### src/rtl/multi_word_adder.sv
// rtl/multi_word_adder.sv - Sequential multi-word adder, one 16-bit slice per clock through a shared 16-bit CLA.
module multi_word_adder #(
    parameter int NWORDS = 4
) (
    input  logic                 clk,
    input  logic                 rst_n,
    input  logic [16*NWORDS-1:0] A,
    input  logic [16*NWORDS-1:0] B,
    input  logic                 Cin,
    input  logic                 in_valid,
    output logic                 in_ready,
    output logic [16*NWORDS-1:0] Sum,
    output logic                 Cout,
    output logic                 Ovf,
    output logic                 out_valid,
    input  logic                 out_ready
);
    localparam int W  = 16 * NWORDS;
    localparam int IW = $clog2(NWORDS);
    localparam logic [IW-1:0] LAST = IW'(NWORDS - 1);

    typedef enum logic [1:0] {
        IDLE = 2'd0,
        RUN  = 2'd1,
        DONE = 2'd2
    } state_t;

    state_t        state;
    logic [IW-1:0] idx;
    logic [W-1:0]  a_reg;
    logic [W-1:0]  b_reg;
    logic [W-1:0]  sum_reg;
    logic          carry_reg;
    logic          ovf_reg;

    logic [15:0]   slice_a;
    logic [15:0]   slice_b;
    logic [15:0]   slice_sum;
    logic          slice_cout;

    // Operands are read from the latched copies so the inputs may change during RUN.
    assign slice_a = a_reg[16*idx +: 16];
    assign slice_b = b_reg[16*idx +: 16];

    CLA_16bit u_cla (
        .A    (slice_a),
        .B    (slice_b),
        .Cin  (carry_reg),
        .Sum  (slice_sum),
        .Cout (slice_cout)
    );

    always_ff @(posedge clk or negedge rst_n) begin
        if (!rst_n) begin
            state     <= IDLE;
            idx       <= '0;
            a_reg     <= '0;
            b_reg     <= '0;
            sum_reg   <= '0;
            carry_reg <= 1'b0;
            ovf_reg   <= 1'b0;
        end else begin
            case (state)
                IDLE: begin
                    if (in_valid) begin
                        a_reg     <= A;
                        b_reg     <= B;
                        carry_reg <= Cin;
                        idx       <= '0;
                        state     <= RUN;
                    end
                end
                RUN: begin
                    sum_reg[16*idx +: 16] <= slice_sum;
                    carry_reg             <= slice_cout;
                    idx                   <= idx + 1'b1;
                    if (idx == LAST) begin
                        // The top slice's sum MSB is the result sign bit.
                        ovf_reg <= (a_reg[W-1] == b_reg[W-1]) && (slice_sum[15] != a_reg[W-1]);
                        state   <= DONE;
                    end
                end
                DONE: begin
                    if (out_ready) begin
                        state <= IDLE;
                    end
                end
                default: state <= IDLE;
            endcase
        end
    end

    assign in_ready  = (state == IDLE);
    assign out_valid = (state == DONE);
    assign Sum       = sum_reg;
    assign Cout      = carry_reg;
    assign Ovf       = ovf_reg;
endmodule

// Two-level carry-lookahead adder: four 4-bit groups with a lookahead unit across groups.
module CLA_16bit (
    input  logic [15:0] A,
    input  logic [15:0] B,
    input  logic        Cin,
    output logic [15:0] Sum,
    output logic        Cout
);
    logic [15:0] p;
    logic [15:0] g;
    logic [15:0] c;
    logic [3:0]  gp;
    logic [3:0]  gg;
    logic [4:0]  gc;

    function automatic logic [3:0] grp_carries(input logic [3:0] gi, input logic [3:0] pi, input logic ci);
        logic [3:0] r;
        r[0] = ci;
        r[1] = gi[0] | (pi[0] & ci);
        r[2] = gi[1] | (pi[1] & gi[0]) | (pi[1] & pi[0] & ci);
        r[3] = gi[2] | (pi[2] & gi[1]) | (pi[2] & pi[1] & gi[0]) | (pi[2] & pi[1] & pi[0] & ci);
        return r;
    endfunction

    assign p = A ^ B;
    assign g = A & B;

    always_comb begin
        gp = '0;
        gg = '0;
        for (int k = 0; k < 4; k++) begin
            gp[k] = &p[4*k +: 4];
            gg[k] = g[4*k+3] | (p[4*k+3] & g[4*k+2]) | (p[4*k+3] & p[4*k+2] & g[4*k+1])
                  | (p[4*k+3] & p[4*k+2] & p[4*k+1] & g[4*k]);
        end
    end

    // Group carries are fully expanded so no carry waits on the group below it.
    always_comb begin
        gc    = '0;
        gc[0] = Cin;
        gc[1] = gg[0] | (gp[0] & Cin);
        gc[2] = gg[1] | (gp[1] & gg[0]) | (gp[1] & gp[0] & Cin);
        gc[3] = gg[2] | (gp[2] & gg[1]) | (gp[2] & gp[1] & gg[0]) | (gp[2] & gp[1] & gp[0] & Cin);
        gc[4] = gg[3] | (gp[3] & gg[2]) | (gp[3] & gp[2] & gg[1]) | (gp[3] & gp[2] & gp[1] & gg[0])
              | (gp[3] & gp[2] & gp[1] & gp[0] & Cin);
    end

    always_comb begin
        c = '0;
        for (int k = 0; k < 4; k++) begin
            c[4*k +: 4] = grp_carries(g[4*k +: 4], p[4*k +: 4], gc[k]);
        end
    end

    assign Sum  = p ^ c;
    assign Cout = gc[4];
endmodule

### config.mk
export PLATFORM = sky130hd
export DESIGN_NAME = multi_word_adder
export DESIGN_NICKNAME = d
export VERILOG_FILES = /design/src/rtl/multi_word_adder.sv
export SDC_FILE = /design/constraint.sdc
export NUM_CORES = 1
export LEC_CHECK = 0
export CELL_PAD_IN_SITES_DETAIL_PLACEMENT = 1
export CELL_PAD_IN_SITES_GLOBAL_PLACEMENT = 1
export CORE_MARGIN = 2
export CORE_UTILIZATION = 44
export CTS_CLUSTER_DIAMETER = 100
export DETAILED_ROUTE_END_ITERATION = 12
export PLACE_DENSITY = 0.85
export SETUP_SLACK_MARGIN = 0.4
export SLEW_MARGIN = 20
export SYNTH_ARGS = -nofsm -noshare
export SYNTH_HDL_FRONTEND = slang
export SYNTH_SLANG_ARGS = --single-unit
### constraint.sdc
create_clock -name clk -period 9.78 [get_ports clk]
set_clock_uncertainty 0.1 [all_clocks]
set_input_delay 1.956 -clock clk [delete_from_list [all_inputs] [get_ports clk]]
set_output_delay 1.956 -clock clk [all_outputs]
set_load 0.01 [all_outputs]
Yosys cells after proc, flatten, opt, wreduce, memory -nomap -nowiden --
Index checks and enable logic that the tools add are counted.
Storage, ports and cells: register bits after elaboration 198, input bits 133
Cells by class: bitwise gates (word level) 121, muxes and demuxes 9, shifts and indexed selects 4, $add $sub $neg 2, equality and inequality tests 8, reductions and logical operators 11
Operators by type and width (count):
- $shiftx 64x7->16 | 2
- $and 1x1->1 | 72
- $bwmux 64 | 1
- $shift 16x34->64 const A | 1
- $shiftx 16x34->64 | 1
- $or 1x1->1 | 46
- $neg 6->34 | 1
- $xor 16x16->16 | 2
- $and 16x16->16 | 1
- $reduce_and 4->1 | 4
- $mux 2 | 4
- $pmux 2 s3 | 1
- $reduce_and 2->1 | 3
- $eq 2x2->1 const B | 2
- $ne 2x2->1 const B | 2
- $pmux 2 s2 | 1
- $reduce_and 3->1 | 1
- $add 2x1->2 const B | 1
- $eq 2x1->1 const B | 1
- $logic_not 2->1 | 1
- $ne 2x1->1 const B | 1
- $pmux 1 s2 | 1
- $reduce_bool 2->1 | 1
- $eq 1x1->1 | 1
- other kinds (3) | 3

Longest topological paths before layout --
Gate-level depths: netlist of the first run.
depth after elaboration 15, mapped depth 12, gate-level depth less buffers 10

Cells and area by module --
Synthesis of the first run repeated with hierarchy kept, for this count alone.
Unflattened totals: cell total of the unflattened synthesis 643, area, all modules 9542.9 um2
By module, submodules not included:
- multi_word_adder | instances 1, area an instance 8879.8 um2, cells each 564
- CLA_16bit | instances 1, area an instance 663.1 um2, cells each 79

Worst setup path after synthesis of the first run --
Ideal clock, no wire load.
kind flip-flop to flip-flop, start point register idx[0], end point register sum_reg[45] (netlist: Sum[45]), cell stages (with the launch flop) 13, clock period less this slack 3.669 ns, path slack 6.111 ns, data arrival time 3.436 ns, setup time 0.132 ns, path through dfrtp_1 -> clkbuf_1 -> buf_2 -> mux4_2 -> ha_1 -> and4_4 -> a221oi_4 -> nand4_1 -> nand2_1 -> nand2b_1 -> fa_1 -> xnor2_1 -> o21ai_0
Between the ends: cells in the longest elaborated chain, start to end 15, elaborated cells on any way between the ends 111, those cells by class 1 x add/sub; 4 x shift; 1 x mux; 102 x bitwise; 3 x reduce/logical
Ends and longest elaborated chain:
- from (decl) | line 29 | logic [IW-1:0] idx;
- from (signal assigned) | line 76 | idx <= idx + 1'b1;
- $shiftx 64x7->16, on equally long branches | line 42, 43
- $xor 16x16->16 or $and 16x16->16 (tied branches) | line 124, 125
- $and 1x1->1, on equally long branches | line 132, 133
- $or 1x1->1 (tied with other cells) | line 132 | gg[k] = g[4*k+3] | (p[4*k+3] & g[4*k+2]) | (p[4*k+3] & p[4*k+2] & g[4*k+1])
- $or 1x1->1 or $and 1x1->1 (tied branches) | line 132, 133
- $or 1x1->1 | line 133 | | (p[4*k+3] & p[4*k+2] & p[4*k+1] & g[4*k]);
- $and 1x1->1 | line 143 | gc[3] = gg[2] | (gp[2] & gg[1]) | (gp[2] & gp[1] & gg[0]) | (gp[2] & gp[1] & gp[0] & Cin);
- $or 1x1->1 (3 in series) | line 143
- $and 1x1->1, on equally long branches | line 118, 119, 120
- $or 1x1->1, on equally long branches | line 118, 119, 120
- $xor 16x16->16 | line 155 | assign Sum = p ^ c;
- $shiftx 16x34->64 | line 74 | sum_reg[16*idx +: 16] <= slice_sum;
- $bwmux 64 (*) | line 74
- to (signal, indexed assignment) | line 74
- to (decl) | line 32 | logic [W-1:0] sum_reg;
Every way passes the cells marked *; elsewhere a longest branch is shown, timed or not. A chain may end at the register's enable or synchronous reset.

Worst setup path after layout of the first run --
start point register idx[0], end point register sum_reg[61] (netlist: Sum[61])
The elaborated chain is that of the path after synthesis.

==> impl_metrics.json, run 1 <==
{
  "status": "finished clean",
  "drt-vias-per-instance": 5.537,
  "wl_um": 25260,
  "cts_hold_buf": 0,
  "initial_utilization_pct": 45.15,
  "drtPass1Iterations": 6,
  "critPathCaptureType": "register",
  "synthCells": 605,
  "tns_ps": 0,
  "vias": 5958,
  "drc": 0,
  "first_iter_violations": 316,
  "holdPathStages": 1,
  "ys_warn_count": 0,
  "syn-num-nets": 764,
  "hold_class": "reg -> reg",
  "synth_area_per_cell_um2": 14.62,
  "dp.cells": 1046,
  "p_clk_share_pct": 16.5,
  "peakVddDrop_mv": 0.2148,
  "fin_nets": 959,
  "cts-root-buf": "clkbuf_16",
  "place_congestion": 0.7919,
  "rows": 51,
  "synth_edf_count": 0,
  "postCtsSetupRepairBufs": 0,
  "reg2reg_from": "idx[0]",
  "p_sw_share_pct": 40.89,
  "final-max-slew-violation-count": 0,
  "synth_cell_types": 52,
  "cts_tree": "yes",
  "rr_worst_depth": 11,
  "drive_gt1_share_pct": 25.89,
  "max_slew.worst_pin.slew_ps": 1079,
  "max_stage_delay_ps": 720,
  "power_frac_comb_pct": 54.2,
  "leakagePower_nw": 4.929,
  "fin_crit_ps": 4448,
  "first_global_vias": 6997,
  "max_slew_margin_pct": 27.45,
  "power.density_nw_per_um2": 422.9,
  "io_buffers": 200,
  "ctsResizeCount": 0,
  "r2r_slack_ps": 5330,
  "dieArea_um2": 21250,
  "path_cells": "buf_4 > mux4_2 > ha_1 > a211oi_1 > or2_2 > nand4_1 > nand2_1 > nand2b_1 > fa_1 > xnor2_1 > o21ai_0",
  "ys_seq_area_share_pct": 56.02,
  "seqPwrFrac_pct": 29.3,
  "rsz0062_at_grt": "false",
  "fmax_mhz": 224.8,
  "fin_crit_sh_pct": 45.48,
  "io_pins": 201,
  "track_usage_pct": 24.64,
  "die-width_um": 145.8,
  "p_sw_w": 0.002040,
  "synth_area_um2": 8845,
  "grt_max_degree": 113,
  "cp-start-kind": "register",
  "required_ps": 9970,
  "whs_endpoint": "Ovf",
  "htree_levels": 4,
  "grt_pass1_wl_um": 40250,
  "crit_path_top_delay_cell": "dfrtp_2",
  "core_area_um2": 19590,
  "path_clk_slew_ps": 70,
  "cts_sinks": 198,
  "wl_per_cell_um": 23.47,
  "hpwl_um": 18420,
  "ant_nets": 0,
  "path_class": "reg -> reg",
  "cts_buffers": 17,
  "syn_to_final_growth_pct": 33.36,
  "synthArstFlopShare_pct": 100.0,
  "setup_viol": 0,
  "clockBufferDepth": 2,
  "clk_latency_ps": 440,
  "min_from": "Ovf",
  "crit_start": "idx[0]",
  "final_cells": 1076,
  "finalHoldViolCount": 0,
  "max_cap_viol_count": 0,
  "grt-ovfl-total": 0,
  "diodes": 0,
  "die_h_um": 145.8,
  "antenna_found_initial": 1,
  "synth_top_flop_cell": "dfrtp_1",
  "timing.rr.end": "Sum[61]",
  "ys_ff_latch": 198,
  "critPathArrivalTime_ps": 4630,
  "critPathMaxFanout": 27,
  "p_int_w": 0.002949
}
[per-layer routing]
layer / GRT usage, % / up-vias / part of all wire, %
met5: 0 / - / 0
met1: 29.92 / 3075 / 40
li1: - / 2650 / -
met4: 8.333 / 0 / 2.4
met2: 43.56 / 193 / 53
met3: 5.392 / 40 / 5.0
[layout make-up]
class / instances / area, um2
Timing Repair Buffer: 204 / 2043
Tap cell: 265 / 331.6
Multi-Input combinational cell: 369 / 3737
Fill cell: 1855 / 7795
Inverter: 10 / 37.54
Clock inverter: 11 / 245.2
Clock buffer: 19 / 442.9
Sequential cell: 198 / 4957
[cells in the mapped netlist, types with 2 or more instances]
master / instances / area [um2]
a22o_1: 40 / 350.3
mux4_2: 32 / 720.7
a211o_1: 2 / 17.52
and3_1: 2 / 12.51
a21o_1: 5 / 37.54
o21ai_0: 26 / 130.1
nor2_1: 9 / 33.78
nand4_1: 4 / 25.02
nand2b_1: 4 / 25.02
nand2_1: 35 / 131.4
and4_4: 2 / 22.52
buf_2: 10 / 50.05
xnor2_1: 6 / 52.55
or3_1: 2 / 12.51
ha_1: 22 / 275.3
clkbuf_1: 15 / 56.30
nor3_1: 4 / 20.02
o21ai_1: 3 / 15.01
buf_1: 3 / 11.26
nor3_2: 2 / 20.02
inv_1: 10 / 37.54
a211oi_1: 3 / 22.52
o21a_1: 2 / 15.01
fa_1: 4 / 80.08
a21oi_1: 7 / 35.03
dfrtp_1: 198 / 4955
mux2_2: 128 / 1441
[worst max-delay path, delay by kind of cell (launching register included)]
| family | cells | cell delay, ps |
|---|---|---|
| flip-flops | 1 | 720 |
| AO/OA/AOI/OAI | 2 | 580 |
| multiplexers | 1 | 590 |
| XOR/XNOR | 1 | 440 |
| adder cells (fa/ha/maj) | 2 | 790 |
| buffers and inverters | 1 | 560 |
| AND/OR/NAND/NOR | 4 | 500 |
[cells by family after synthesis]
family,count (synthesis),synth area share (%)
flops,198,56.02
simple gates,74,4.371
buf+inv,38,1.754
xor+xnor,7,0.6932
mux,161,24.56
compound gates,101,8.587
fa+ha+maj,26,4.018
[stage by stage]
step / setup slack (ps) / total power (W) / cell area [um2] / hold WS, ps / utilization, %
4_1_cts: 5230 / 0.005018 / 11790 / 394.1 / 60.17
6_report: 5332 / 0.004988 / 11800 / 392.0 / 60.21
3_3_place_gp: 5275 / 0.003937 / 11100 / 365.7 / 56.66
5_1_grt: 4946 / 0.005290 / 11800 / 419.8 / 60.21
2_1_floorplan: 6111 / 0.003159 / 8845 / 349.3 / -
3_5_place_dp: 5162 / 0.004135 / 11100 / 378.9 / 56.66
[power by group through the flow]
stage          Sequential (W)  Combinational, W  Clock (W)
2_1_floorplan         0.00137           0.00178          0
3_3_place_gp          0.00142           0.00252          0
3_5_place_dp          0.00147           0.00266          0
4_1_cts               0.00147           0.00271   0.000839
5_1_grt               0.00152           0.00290   0.000872
6_report              0.00146           0.00270   0.000825
[worst max-delay path by stage]
stage                end  cells past startpoint
5_1_grt          Sum[45]                     11
3_5_place_dp   b_reg[14]                      4
3_3_place_gp    b_reg[5]                      4
4_1_cts          Sum[61]                     11
6_report         Sum[61]                     11
2_1_floorplan    Sum[45]                     12
[cells in the final DEF (no fill, tap or decap), types with 3 or more instances in the layout]
cell type        instances
dfrtp_1                196
nand2_1                 35
ha_1                    22
o21ai_0                 26
nor3_1                   4
a21oi_1                  7
xnor2_1                  6
nand2b_1                 4
a21o_1                   5
mux2_2                 128
nor2_1                   9
bufinv_16                7
a211oi_1                 3
clkbuf_16               17
clkdlybuf4s50_1        199
o21ai_1                  3
mux4_2                  32
a22o_1                  40
nand4_1                  4
fa_1                     4
inv_1                   10
No activity file was read; power rests on OpenSTA's default activity.
==> run 2, diff against run 1 <==
- CORE_UTILIZATION: 44 -> 37
- PLACE_DENSITY: 0.85 -> 0.76
- clock period: 9.78 -> 4.06 ns (I/O delays scaled with it)
==> impl_metrics.json, run 2 (synthesis results as in run 1) <==
{
  "status": "finished clean",
  "power.density_nw_per_um2": 1001,
  "path_clk_slew_ps": 70,
  "diodes": 0,
  "final-max-slew-violation-count": 0,
  "hpwl_um": 18780,
  "power_frac_comb_pct": 58.0,
  "seqPwrFrac_pct": 28.7,
  "hold_class": "in -> async",
  "max_stage_delay_ps": 550,
  "rsz0062_at_grt": "true",
  "fin_ws_ps": 538.4,
  "ant_nets": 0,
  "rows": 56,
  "io_buffers": 200,
  "final_cell_area_um2": 11870,
  "cts-root-buf": "clkbuf_16",
  "pre_cts_ws_ps": 281.6,
  "critPathArrivalTime_ps": 3720,
  "drc": 0,
  "power.total_w": 0.01188,
  "setup_viol": 0,
  "htree_levels": 4,
  "cts_buffers": 17,
  "wl_per_cell_um": 21.68,
  "peakVddDrop_mv": 0.4766,
  "clk_latency_ps": 440,
  "max_slew.worst_pin.slew_ps": 849.9,
  "grt_pass1_wl_um": 38320,
  "crit_path_top_delay_cell": "mux4_2",
  "first_iter_violations": 239,
  "p_sw_w": 0.005003,
  "max_cap_viol_count": 0,
  "antenna_found_initial": 0,
  "die-width_um": 158.6,
  "wl_um": 24830,
  "p_clk_share_pct": 13.3,
  "rr_worst_depth": 10,
  "dp.cells": 1110,
  "drtPass1Iterations": 4,
  "path_class": "reg -> reg",
  "final_cells": 1145,
  "track_usage_pct": 20.58,
  "path_cells": "buf_4 > mux4_2 > ha_1 > and4_4 > a221oi_4 > nand3_2 > a21o_1 > a2111o_1 > o311ai_1 > o21ai_0",
  "critPathMaxFanout": 6,
  "p_int_w": 0.006881,
  "finalHoldViolCount": 0,
  "die_h_um": 158.6,
  "final_common_cell": "clkdlybuf4s50_1",
  "max_slew_margin_pct": 43.03,
  "io_pins": 201,
  "grt_max_degree": 93,
  "path_delay_family": "compound AO/OA/AOI/OAI gates",
  "drive_gt1_share_pct": 27.60,
  "placedInstanceArea_um2": 11280,
  "crit_buf_inv": 1,
  "fin_crit_sh_pct": 86.74,
  "fmax_mhz": 284.0,
  "cts_hold_buf": 0,
  "critPathCaptureType": "register",
  "grt-ovfl-total": 0,
  "cts_sinks": 198,
  "required_ps": 4260,
  "place_congestion": 0.8142,
  "syn_to_final_growth_pct": 34.25,
  "tns_ps": 0,
  "fin_nets": 972,
  "leakagePower_nw": 4.935,
  "p_sw_share_pct": 42.10,
  "cts_tree": "yes",
  "core_area_um2": 23470,
  "dieArea_um2": 25160,
  "layout_common_cells": "clkdlybuf4s50_1 (199), dfrtp_1 (196), mux2_2 (128)",
  "clockBufferDepth": 2,
  "fin_crit_ps": 3522,
  "initial_utilization_pct": 37.68,
  "drt-vias-per-instance": 5.265,
  "vias": 6028,
  "cp-start-kind": "register",
  "first_global_vias": 6711,
  "crit_cells": 10
}
-- run 2: cell count changes in the layout (fill, tap and decap cells not counted), sizes merged --
cell      before  now
clkbuf        20   22
clkinv         2    6
inv           12   10
buf            4   17
bufinv         7    0
clkinvlp       0    5
-- run 2: power groups by stage --
stage               clock [W]  sequential (W)  combinational, W
global route          0.00170         0.00353           0.00741
CTS                   0.00161         0.00343           0.00675
detailed placement          0         0.00349           0.00665
floorplan                   0         0.00331           0.00430
global placement            0         0.00343           0.00630
finish                0.00158         0.00341           0.00689
-- run 2: repair_timing --
item,in CTS,in global routing
setup endpoints to repair,23,10
buffers inserted,2,1
resized for setup,1,6
pin swaps,0,0
-- run 2: final timing paths --
| path | startpoint | slack, ps | endpoint |
|---|---|---|---|
| setup / recovery | idx[0] | 540 | Sum[43] |
| min in group clk | Sum[37] | 390 | Sum[37] |
| hold reg to reg | Sum[37] | 390 | Sum[37] |
| setup reg to reg | idx[0] | 540 | Sum[43] |
| hold / removal | rst_n | 320 | Sum[32] |
| max in group asynchronous | rst_n | 2600 | a_reg[22] |
-- run 2: final cells by class --
| cell class | instances | area, um2 |
|---|---|---|
| timing repair buffer | 217 | 2178 |
| inverter | 10 | 37.54 |
| multi-input combinational | 369 | 3760 |
| clock inverter | 11 | 78.83 |
| fill | 2302 | 11600 |
| clock buffer | 21 | 460.4 |
| sequential | 198 | 4960 |
| tap | 319 | 399.1 |
-- run 2: through the flow --
stage	utilization [%]	hold slack, ps
after detailed placement	48.05	379.0
after floorplan	-	349.3
after global placement	48.05	370.1
after global routing	50.59	390.4
after CTS	50.43	362.8
final	50.59	317.6
-- run 2: per-layer routing --
metal / vias to the layer above / track usage (%) / routed length [um]
li1: 2670 / - / -
met1: 3112 / 27.58 / 11000
met2: 220 / 34.30 / 12060
met3: 26 / 3.919 / 1414
met4: 0 / 5.706 / 361
met5: - / 0 / 0
-- run 2: worst reg2reg max path: cells and delay by family (launching register included) --
kind	cells	cell delay (ps)
compound gates	5	1310
buf+inv	1	190
flops	1	450
simple gates	2	390
fa+ha+maj	1	410
mux	1	550
